--- src/rtl/step_pkg.sv ---
// Shared definitions for the stepper pulse generator and monitor.
// Holds the monitor state encoding and the common timing constants.
package step_pkg;

    typedef enum logic [1:0] {
        IDLE = 2'd0,
        ARM  = 2'd1,
        RUN  = 2'd2
    } state_e;

    localparam int DEF_SIZE    = 16;
    localparam int CLK_HZ      = 50_000_000;
    localparam int NUM_PERIOD  = 2000;
    localparam int DEF_TIMEOUT = 2 * NUM_PERIOD;

endpackage

--- src/rtl/pulse_sync_edge.sv ---
// Synchronizes the step line, applies polarity and detects edges.
// level_o is the polarity-corrected synchronized level.
module pulse_sync_edge
    import step_pkg::*;
#(
    parameter int STAGES = 2
) (
    input  logic clk,
    input  logic rst,
    input  logic pulse_i,
    input  logic invert_i,
    output logic level_o,
    output logic rise_o,
    output logic fall_o
);

    logic [STAGES-1:0] sync_q;
    logic              s;
    logic              s_d_q;

    assign s = sync_q[STAGES-1] ^ invert_i;

    // synchronizer chain plus one delayed copy for edge detection
    always_ff @(posedge clk or negedge rst) begin
        if (!rst) begin
            sync_q <= '0;
            s_d_q  <= 1'b0;
        end else begin
            sync_q <= {sync_q[STAGES-2:0], pulse_i};
            s_d_q  <= s;
        end
    end

    assign level_o = s;
    assign rise_o  = s & ~s_d_q;
    assign fall_o  = ~s & s_d_q;

endmodule

--- src/rtl/step_pulse_monitor.sv ---
// Step pulse receive monitor: counts pulses, measures period/width,
// and flags stall and target-count completion.
module step_pulse_monitor
    import step_pkg::*;
#(
    parameter int SIZE        = DEF_SIZE,
    parameter int TIMEOUT     = DEF_TIMEOUT,
    parameter int SYNC_STAGES = 2
) (
    input  logic            clk,
    input  logic            rst,
    input  logic            pulse_in,
    input  logic            invert_pulse,
    input  logic            cnt_en,
    input  logic            clr_cnt,
    input  logic [SIZE-1:0] n_target,
    output logic [SIZE-1:0] pulse_cnt,
    output logic [SIZE-1:0] period,
    output logic [SIZE-1:0] width,
    output logic            meas_valid,
    output logic            moving,
    output logic            stall,
    output logic            cnt_done,
    output logic            ovf
);

    localparam logic [SIZE-1:0] ONES = '1;
    localparam logic [SIZE-1:0] ONE  = SIZE'(1);

    logic s;
    logic rise;
    logic fall;
    logic tmo;

    logic [SIZE-1:0] hi_cnt_q, hi_cnt_d;
    logic [SIZE-1:0] per_cnt_q, per_cnt_d;
    logic [SIZE-1:0] cnt_q, cnt_d;
    logic            ovf_q, ovf_d;
    logic            done_q, done_d;

    state_e          state_q;
    logic [SIZE-1:0] period_q;
    logic [SIZE-1:0] width_q;
    logic [SIZE-1:0] width_r_q;
    logic            meas_valid_q;
    logic            moving_q;
    logic            stall_q;

    pulse_sync_edge #(
        .STAGES (SYNC_STAGES)
    ) u_sync (
        .clk      (clk),
        .rst      (rst),
        .pulse_i  (pulse_in),
        .invert_i (invert_pulse),
        .level_o  (s),
        .rise_o   (rise),
        .fall_o   (fall)
    );

    assign tmo = (32'(per_cnt_q) == 32'(TIMEOUT));

    // saturating high-time and period counters, restarted by each rise
    always_comb begin
        hi_cnt_d  = hi_cnt_q;
        per_cnt_d = per_cnt_q;
        if (rise) begin
            hi_cnt_d  = ONE;
            per_cnt_d = ONE;
        end else begin
            if (s && hi_cnt_q != ONES) begin
                hi_cnt_d = hi_cnt_q + ONE;
            end
            if (per_cnt_q != ONES) begin
                per_cnt_d = per_cnt_q + ONE;
            end
        end
    end

    // pulse count: clear first, then the current edge still counts
    always_comb begin
        cnt_d  = clr_cnt ? '0 : cnt_q;
        ovf_d  = clr_cnt ? 1'b0 : ovf_q;
        done_d = clr_cnt ? 1'b0 : done_q;
        if (rise && cnt_en) begin
            if (cnt_d == ONES) begin
                ovf_d = 1'b1;
            end else begin
                cnt_d = cnt_d + ONE;
            end
        end
        if (n_target != '0 && cnt_d == n_target) begin
            done_d = 1'b1;
        end
    end

    // counter state registers
    always_ff @(posedge clk or negedge rst) begin
        if (!rst) begin
            hi_cnt_q  <= '0;
            per_cnt_q <= '0;
            cnt_q     <= '0;
            ovf_q     <= 1'b0;
            done_q    <= 1'b0;
        end else begin
            hi_cnt_q  <= hi_cnt_d;
            per_cnt_q <= per_cnt_d;
            cnt_q     <= cnt_d;
            ovf_q     <= ovf_d;
            done_q    <= done_d;
        end
    end

    // motion FSM with registered measurement and status outputs
    always_ff @(posedge clk or negedge rst) begin
        if (!rst) begin
            state_q      <= IDLE;
            period_q     <= '0;
            width_q      <= '0;
            width_r_q    <= '0;
            meas_valid_q <= 1'b0;
            moving_q     <= 1'b0;
            stall_q      <= 1'b0;
        end else begin
            meas_valid_q <= 1'b0;
            stall_q      <= 1'b0;
            unique case (state_q)
                IDLE: begin
                    if (rise) begin
                        state_q  <= ARM;
                        moving_q <= 1'b1;
                    end
                end
                ARM, RUN: begin
                    if (fall) begin
                        width_r_q <= hi_cnt_q;
                    end
                    if (rise) begin
                        state_q      <= RUN;
                        period_q     <= per_cnt_q;
                        width_q      <= width_r_q;
                        meas_valid_q <= 1'b1;
                    end else if (tmo) begin
                        state_q  <= IDLE;
                        moving_q <= 1'b0;
                        stall_q  <= 1'b1;
                    end
                end
                default: begin
                    state_q  <= IDLE;
                    moving_q <= 1'b0;
                end
            endcase
        end
    end

    assign pulse_cnt  = cnt_q;
    assign period     = period_q;
    assign width      = width_q;
    assign meas_valid = meas_valid_q;
    assign moving     = moving_q;
    assign stall      = stall_q;
    assign cnt_done   = done_q;
    assign ovf        = ovf_q;

endmodule

--- config.mk ---
export PLATFORM = sky130hd
export DESIGN_NAME = step_pulse_monitor
export DESIGN_NICKNAME = d
export VERILOG_FILES = /design/src/rtl/step_pkg.sv /design/src/rtl/pulse_sync_edge.sv /design/src/rtl/step_pulse_monitor.sv
export SDC_FILE = /design/constraint.sdc
export NUM_CORES = 1
export LEC_CHECK = 0
export ABC_AREA = 1
export CAP_MARGIN = 20
export CORE_ASPECT_RATIO = 1.75
export CORE_MARGIN = 5
export CORE_UTILIZATION = 35
export CTS_BUF_LIST = sky130_fd_sc_hd__clkbuf_4 sky130_fd_sc_hd__clkbuf_8 sky130_fd_sc_hd__clkbuf_16
export CTS_CLUSTER_DIAMETER = 50
export DETAILED_ROUTE_END_ITERATION = 7
export GPL_TIMING_DRIVEN = 0
export SYNTH_ARGS = -nofsm -noshare
export SYNTH_HDL_FRONTEND = slang
export SYNTH_SLANG_ARGS = --single-unit
--- constraint.sdc ---
create_clock -name clk -period 2.65 [get_ports clk]
set_clock_uncertainty 0.15 [all_clocks]
set_input_delay 0.795 -clock clk [delete_from_list [all_inputs] [get_ports clk]]
set_output_delay 0.795 -clock clk [all_outputs]
set_load 0.05 [all_outputs]
==> impl_metrics.toml, run 1 <==
[synth]
syn-num-nets = 724
async_flop_share_pct = 100
yosysWarnings = 0
synthTopCellsByArea = "dfrtp_1, nand2_1, inv_1, o21ai_0, nor2_1"
synth_seq_area_share_pct = 48.7
synth_area_um2 = 5450
yosys.cell_count.top_type = "nand2_1"
synth_cell_types = 34
synth_top_area_cell = "dfrtp_1"
synthTopCellsByCount = "nand2_1, dfrtp_1, inv_1"
synth_top_area_share_pct = 48.7
avgSynthCellArea_um2 = 7.83
ys_seq_elements = 106
ys.flop_type = "dfrtp_1"
synth_cells = 696
synth_edf_count = 0

[sta]
tightestPinTransition_ps = 637
hold_viol = 0
fin_crit_sh_pct = 98.8
min_period_ps = 2620
slew_viol_final = 0
setup_viol = 0
fmaxAchievable_mhz = 382
relSlewSlack_pct = 57.2
finalSetupTns_ps = 0
rsz0062_at_grt = "true"

[cells_and_area]
drive_gt1_share_pct = 12.2
finish.utilization_pct = 45.6
fillers = 1568
n_antenna_cell = 0
syn_to_final_growth_pct = 28.3
final_cells = 983
nets = 821

[setup_path]
crit_path_start_kind = "input port"
crit_required_ps = 2790
path_class = "input port to flop"
reg2reg_depth = 18
worstSetupEndpointType = "flop"
crit_arrival_ps = 2760
crit_fanout = 6

[routing]
drc = 0
via_per_inst = 4.81
num_vias = 4728
drt_iter0_markers = 132
ant_nets = 0
drtPass1Iterations = 4
routed_wl_mm = 13.7
wire_per_inst_um = 13.9

[clocking]
clk_pin_slew_ps = 80
clock-sinks = 106
clockBufferDepth = 2
holdBufCountCts = 0
cts_tree = "done"
cts_buffers = 9
cts.htree.levels = 3
insertion_delay_ps = 350
clock_tree.root_cell = "clkbuf_16"

[floorplan]
die_h_um = 175
io_pins = 75
coreArea_um2 = 15300
initial_utilization_pct = 35.6
die_area_um2 = 18300
dieWidth_um = 104
rows = 60

[placed_design]
dp.cells = 957
dp_hpwl_mm = 10.7
gp_congestion = 0.839
place.port_buffers = 74

[grt]
use_met1_pct = 16.3
grt_pass1_vias = 4834
grt.total_usage_pct = 15.4
gr-usage-met2_pct = 29.3
grt_pass1_wl_mm = 23.1
overflow = 0
grt_busiest_layer = "met2"
grt_max_degree = 62
antenna_found_initial = 0
grtUsageMet3_pct = 2.59

[power_and_ir_drop]
leakage_nw = 3.39
power_density_nw_per_um2 = 675
peakVddDrop_v = 0.000340

[worst_hold_path]
hold_class = "flop to flop"
hold_depth = 0

[job]
drv_cap = 0

[run_status]
status = "finished clean"
cells in the final DEF, fill, tap and decap left out, types with 2 or more instances in the layout:
master             n
dfrtp_1          106
nand3_2            9
inv_8              2
nand2_1          206
nand2_4            7
nor2_2             5
dlymetal6s2s_1     2
buf_4             12
clkbuf_16         10
nor4_1             7
a21oi_1           17
nand4_2            2
clkinv_4           2
nand3b_1           5
clkdlybuf4s50_1   69
o21ai_0           59
xor2_1             4
nand3_1           37
clkbuf_2           5
nor2_4            11
buf_6              2
buf_12             2
nand2_2           11
a211oi_1           5
inv_1             91
clkbuf_1           7
nor2_1            47
inv_6              2
nand4_1           13
inv_2              5
nor3_1            12
ha_1               5
per-stage QoR:
stage	power, mW	hold WS (ps)	instance area (um2)	setup slack (ps)
after CTS	4.78	212	6830	6.99
after global placement	3.44	194	6450	-3680
final	4.72	208	6990	31.1
after floorplan	2.94	181	5480	-43.0
after detailed placement	3.45	196	6480	-1310
after global routing	5.01	218	6990	-59.8
worst max-delay path, cell delays in order:
cell and delay, ps:
buf_12 120, clkinv_8 60, buf_12 100, nand2_8 40, inv_4 60, ha_4 150
nand2_4 60, nor2_4 130, nand2_4 80, nor2_4 120, nand2_4 90, buf_8 150
nand4_1 90, nand2_1 80, nand2_1 60, nand2_1 70, nor2_1 130, nand2_1 100
nor2_4 140, nand2_1 60, nand2_1 60
final timing paths:
kind / end / slack, ps / from
worst max-delay path: cnt_done$_DFFE_PN0P_ / 30 / clr_cnt
worst min-delay path: u_sync.sync_q[1]$_DFF_PN0_ / 210 / u_sync.sync_q[0]$_DFF_PN0_
worst max register to register: cnt_done$_DFFE_PN0P_ / 280 / pulse_cnt[0]$_DFF_PN0_
worst min register to register: u_sync.sync_q[1]$_DFF_PN0_ / 210 / u_sync.sync_q[0]$_DFF_PN0_
max in group asynchronous: hi_cnt_q[3]$_DFFE_PN0P_ / 1310 / rst
min in group asynchronous: period[5]$_DFFE_PN0P_ / 330 / rst
registers in the layout, summed over array words and instances (netlist names):
register and cells:
hi_cnt_q 16, per_cnt_q 16, period 16, pulse_cnt 16, width 16, width_r_q 16
state_q 2, u_sync.sync_q 2, cnt_done 1, meas_valid 1, moving 1, ovf 1
stall 1, u_sync.s_d_q 1
logic make-up (layout without fill, tap and decap cells):
logic type	after synthesis	in the layout	synth area share, %
buffers and inverters	116	217	8.68
AO/OA/AOI/OAI	86	86	8.36
adder cells (fa/ha/maj)	6	6	1.38
XOR/XNOR	5	5	0.804
flip-flops	106	106	48.7
AND/OR/NAND/NOR	377	377	32.1
routing by layer:
layer | vias to the layer above | routed length (um)
met1 | 2187 | 5190
met2 | 98 | 7650
met4 | 0 | 380
met3 | 19 | 490
li1 | 2424 | -
met5 | - | 0
where the power goes:
group | internal (mW) | switching (mW)
Sequential | 1.85 | 0.135
Combinational | 0.467 | 0.970
Clock | 0.657 | 0.638
layout make-up:
| class | instances | area (um2) | area share, % |
|---|---|---|---|
| plain buffers | 17 | 114 | 1.63 |
| clock buffers | 9 | 225 | 3.22 |
| clock inverters | 6 | 57.6 | 0.823 |
| inverters | 98 | 383 | 5.48 |
| multi-input cells | 474 | 2440 | 34.9 |
| flip-flops and latches | 106 | 2650 | 37.9 |
| well taps | 186 | 233 | 3.33 |
| repair buffers | 87 | 887 | 12.7 |
repair_timing:
item                                    4_1_cts  5_1_grt
endpoints found under the setup margin       51       31
resized for setup                            27       22
buffers inserted                              4        7
cloned                                        0        1
pin swaps                                     2       13
Note: power is estimated with default switching activity, not from simulation.
==> run 2, diff against run 1 <==
- REMOVE_ABC_BUFFERS: default -> 1
==> run 2 against run 1 <==
Compared with the run above: register-to-register slack barely moved; clock-buffer cell count rose by 1; combinational power rose by 6%; critical path depth fell by 20; wire length rose by 4.7%; flip-flop and latch count did not move; utilization rose by 0.42 points.
==> impl_metrics.toml, run 2 (synthesis results as in run 1) <==
[sta]
fmaxAchievable_mhz = 391
setup_viol = 0
worst_slack_ps = 90.7
holdWs_ps = 144
slew_viol_final = 0
finalSetupTns_ps = 0
hold_viol = 0
relSlewSlack_pct = 63.6
min_period_ps = 2560
fin_crit_sh_pct = 96.6
rsz0062_at_grt = "true"
tightestPinTransition_ps = 541

[floorplan]
die_h_um = 175
coreArea_um2 = 15300
rows = 60
die_area_um2 = 18300
dieWidth_um = 104
io_pins = 75
initial_utilization_pct = 35.6

[power_and_ir_drop]
peakVddDrop_v = 0.000288
pwr-share-comb_pct = 31.4
pwr-share-clk_pct = 27.2
leakage_nw = 3.43
power_density_nw_per_um2 = 685
p_int_mw = 3.02
p_sw_share_pct = 37.5
p_seq_share_pct = 41.3
power.net_switching_mw = 1.81

[clocking]
insertion_delay_ps = 340
holdBufCountCts = 0
clockBufferDepth = 2
cts_buffers = 9
clock_tree.root_cell = "clkbuf_16"
cts.htree.levels = 3
cts_tree = "done"
clock-sinks = 106
clk_pin_slew_ps = 70

[placed_design]
dp_hpwl_mm = 10.3
placed_area_um2 = 6380
place.port_buffers = 74
pre_cts_slack_ps = -1700
gp_congestion = 0.834
dp.cells = 941

[cells_and_area]
fillers = 1559
final_common_cell = "nand2_1"
n_antenna_cell = 0
drive_gt1_share_pct = 13.6
syn_to_final_growth_pct = 29.5
nets = 815
final_cells = 978
final_cell_mix = "nand2_1, dfrtp_1, inv_1, clkdlybuf4s50_1, o21ai_0"
final_cell_area_um2 = 7050

[grt]
grt_max_degree = 89
overflow = 0
antenna_found_initial = 0
grt_pass1_wl_mm = 23.4
grt_pass1_vias = 4824
grt.total_usage_pct = 15.8

[job]
drv_cap = 0

[setup_path]
crit_chain = "clkdlybuf4s50_1"
path_class = "flop to output port"
path_buf_inv = 1
cp_slowest_cell = "clkdlybuf4s50_1"
rrSetupSlack_ps = 280
crit_required_ps = 1710
worstSetupEndpointType = "output port"
crit_arrival_ps = 1610
crit_path_start_kind = "flop"
crit_family = "buffers and inverters"
slowest_delay_ps = 850
crit_fanout = 4

[routing]
routed_wl_mm = 14.4
drc = 0
ant_nets = 0
drt_iter0_markers = 112
drtPass1Iterations = 4
num_vias = 4766
via_per_inst = 4.87
wire_per_inst_um = 14.7

[worst_hold_path]
hold_class = "input port to async pin"

[run_status]
status = "finished clean"
==> run 2: cell count changes in the layout (fill, tap and decap cells not counted), moves of 2 or more <==
cell / previous run / this run
clkinvlp_4: 0 / 4
inv_1: 91 / 89
clkdlybuf4s50_1: 69 / 67
clkbuf_1: 7 / 0
nand3_1: 37 / 33
nand2_1: 206 / 203
clkbuf_2: 5 / 0
nand3_2: 9 / 13
dlymetal6s2s_1: 2 / 5
inv_4: 1 / 3
buf_4: 12 / 16
nand2_4: 7 / 9
==> run 2: timing repair <==
| item | 4_1_cts | 5_1_grt |
|---|---|---|
| gates cloned | 4 | 0 |
| endpoints found under the setup margin | 57 | 11 |
| buffers inserted | 10 | 6 |
| resized for setup | 35 | 29 |
| pin swaps | 8 | 15 |
==> run 2: path summary, 6_finish.rpt <==
kind | startpoint | end | cells after the start
max | pulse_cnt[4]$_DFF_PN0_ | pulse_cnt[4] | 1
min | rst | pulse_cnt[0]$_DFF_PN0_ | 1
max reg2reg | pulse_cnt[1]$_DFF_PN0_ | cnt_done$_DFFE_PN0P_ | 18
min reg2reg | u_sync.sync_q[0]$_DFF_PN0_ | u_sync.sync_q[1]$_DFF_PN0_ | 0
max in group asynchronous | rst | per_cnt_q[8]$_DFFE_PN0P_ | 2
min in group clk | u_sync.sync_q[0]$_DFF_PN0_ | u_sync.sync_q[1]$_DFF_PN0_ | 0
==> run 2: final cells by class <==
type | count | area, um2 | share of cell area [%]
clock buffer | 10 | 233 | 3.30
clock inverter | 6 | 61.3 | 0.869
inverter | 98 | 393 | 5.57
multi-input combinational | 476 | 2500 | 35.5
sequential | 106 | 2650 | 37.6
tap | 186 | 233 | 3.30
timing repair buffer | 94 | 966 | 13.7
timing repair inverter | 2 | 13.8 | 0.195
==> run 2: metal layers <==
| layer | track usage (%) | wire, um | vias up |
|---|---|---|---|
| li1 | - | - | 2407 |
| met1 | 16.1 | 5200 | 2221 |
| met2 | 31.0 | 8160 | 110 |
| met3 | 2.88 | 510 | 28 |
| met4 | 6.43 | 474 | 0 |
| met5 | 0 | 0 | - |
==> run 2: per-stage QoR <==
stage	total power [mW]	util (%)
2_1_floorplan	2.91	-
3_3_place_gp	3.40	41.2
3_5_place_dp	3.45	41.7
4_1_cts	4.89	45.0
5_1_grt	5.12	46.1
6_report	4.83	46.1
==> run 2: power groups by stage <==
stage | logic [mW] | clock network [mW] | registers, mW
2_1_floorplan | 0.464 | 0 | 2.44
3_3_place_gp | 1.38 | 0 | 2.02
3_5_place_dp | 1.43 | 0 | 2.03
4_1_cts | 1.52 | 1.37 | 2.00
5_1_grt | 1.66 | 1.44 | 2.03
6_report | 1.52 | 1.32 | 2.00
==> run 3, diff against run 2 <==
- HOLD_SLACK_MARGIN: default -> 0.03
- clock period: 2.65 -> 2.1 ns (I/O delays scaled with it)
==> run 3 against run 2 <==
Compared with the run above: the flow now finishes with violations (setup timing); flip-flop and latch count did not move; sequential power up 26%; wire length rose by 6.4%; critical path type is now input port to flop; combinational power rose by 34%; die area unchanged; sequential share of layout area shrank 1.3 points.
==> impl_metrics.toml, run 3 (synthesis results as in run 1) <==
[run_status]
status = "finished with violations"
violations = "setup timing"

[routing]
via_per_inst = 4.91
routed_wl_mm = 15.3
drt_iter0_markers = 139
num_vias = 4882
wire_per_inst_um = 15.4
ant_nets = 0
drc = 0
drtPass1Iterations = 4

[power_and_ir_drop]
leakage_nw = 3.68
p_sw_share_pct = 38.1
pwr-share-comb_pct = 32.7
p_int_mw = 3.86
power_density_nw_per_um2 = 852
p_seq_share_pct = 40.5
pwr-share-clk_pct = 26.8
peakVddDrop_v = 0.000372
power.net_switching_mw = 2.37
finalPower_mw = 6.23

[floorplan]
coreArea_um2 = 15300
initial_utilization_pct = 35.6
io_pins = 75
die_h_um = 175
dieWidth_um = 104
rows = 60
die_area_um2 = 18300

[setup_path]
rrSetupSlack_ps = -210
reg2reg_depth = 17
crit_required_ps = 2240
worstSetupEndpointType = "flop"
path_class = "input port to flop"
r2r_start = "pulse_cnt[1]$_DFF_PN0_"
worstReg2RegEnd = "cnt_done$_DFFE_PN0P_"
crit_path_start_kind = "input port"
worstSetupStartpoint = "clr_cnt"
crit_arrival_ps = 2490
crit_fanout = 6

[cells_and_area]
drive_gt1_share_pct = 20.2
syn_to_final_growth_pct = 34.2
nets = 831
final_common_cell = "nand2_1"
final_cell_mix = "nand2_1, dfrtp_1, inv_1, o21ai_0, nor2_1"
n_antenna_cell = 0

[sta]
fmaxAchievable_mhz = 425
worst_slack_ps = -251
relSlewSlack_pct = 63.4
holdWs_ps = 211
fin_crit_sh_pct = 112
slew_viol_final = 0
rsz0062_at_grt = "true"
hold_viol = 0
tightestPinTransition_ps = 549
min_period_ps = 2350
setup_viol = 1

[grt]
overflow = 0
grt_max_degree = 89
grt_pass1_wl_mm = 24.8
grt_pass1_vias = 5029
grt.total_usage_pct = 16.9
antenna_found_initial = 0

[worst_hold_path]
min_to = "u_sync.sync_q[1]$_DFF_PN0_"
min-delay-start = "u_sync.sync_q[0]$_DFF_PN0_"
hold_class = "flop to flop"
hold_depth = 0

[clocking]
insertion_delay_ps = 340
clock_tree.root_cell = "clkbuf_16"
clk_pin_slew_ps = 80
clock-sinks = 106
cts.htree.levels = 3
clockBufferDepth = 2
cts_buffers = 9
cts_tree = "done"

[placed_design]
dp_hpwl_mm = 10.3
gp_congestion = 0.834
place.port_buffers = 74

[job]
drv_cap = 0
-- run 3: cell types whose count changed in the layout (fill, tap and decap cells not counted), moves of 6 or more --
cell             change
clkdlybuf4s50_1     -49
dlygate4sd2_1       +37
buf_4               +10
nand2_1             -10
clkbuf_2             +7
nor2_1               -7
nor2_4               +7
nand2_2              +6
o21ai_0              -6
o21ai_1              +6
-- run 3: layout make-up --
class | count | area (um2)
timing repair buffer | 109 | 1070
inverter | 98 | 393
clock inverter | 6 | 61.3
sequential | 106 | 2660
fill | 1556 | 8010
timing repair inverter | 2 | 13.8
clock buffer | 10 | 233
tap | 186 | 233
multi-input combinational | 477 | 2650
-- run 3: per-layer routing --
metal / track usage (%) / part of all wire (%) / vias to the layer above
li1: - / - / 2445
met5: 0 / 0 / -
met3: 2.59 / 2.9 / 26
met4: 6.92 / 2.9 / 0
met2: 33.9 / 59 / 98
met1: 16.6 / 35 / 2313
-- run 3: power groups by stage --
stage               combinational, mW  clock, mW  sequential [mW]
floorplan                       0.585          0             3.08
detailed placement               1.80          0             2.56
CTS                              2.02       1.73             2.52
finish                           2.04       1.67             2.52
global placement                 1.74          0             2.55
global route                     2.22       1.81             2.56
-- run 3: critical path: stages --
cell	delay, ps
buf_12	110
inv_12	70
nand2_8	50
inv_4	60
ha_4	150
nand2_4	60
nor2_4	160
nand2_2	90
nor2_4	220
nand2_8	120
nand2_1	80
nand2_1	80
nand3_1	80
nand3_1	70
nor2_1	100
nand2_1	70
nor2_2	150
nand2_1	70
nand2_1	60
-- run 3: worst max path at each step --
stage | endpoint
final | cnt_done$_DFFE_PN0P_
after global routing | cnt_done$_DFFE_PN0P_
after CTS | cnt_done$_DFFE_PN0P_
after detailed placement | period[2]$_DFFE_PN0P_
after global placement | per_cnt_q[14]$_DFFE_PN0P_
after floorplan | period[0]$_DFFE_PN0P_
-- run 3: stage by stage --
stage / instance area (um2) / utilization (%) / setup slack, ps / setup TNS [ps] / cells
floorplan: 5340 / - / -940 / -33350 / 678
global placement: 6310 / 41.2 / -4130 / -589370 / 938
detailed placement: 6380 / 41.7 / -2080 / -118900 / 941
CTS: 7210 / 47.1 / -243 / -243 / 988
global route: 7310 / 47.7 / -437 / -603 / 994
finish: 7310 / 47.7 / -251 / -251 / 994
-- run 3: repair_timing --
| action | in CTS | in global routing |
|---|---|---|
| setup buffers | 22 | 7 |
| cloned | 8 | 0 |
| hold buffers | 1 | 0 |
| gates resized for setup | 149 | 44 |
| endpoints found under the hold margin | 18 | 0 |
| pin swaps | 24 | 18 |
| setup endpoints to repair | 155 | 43 |
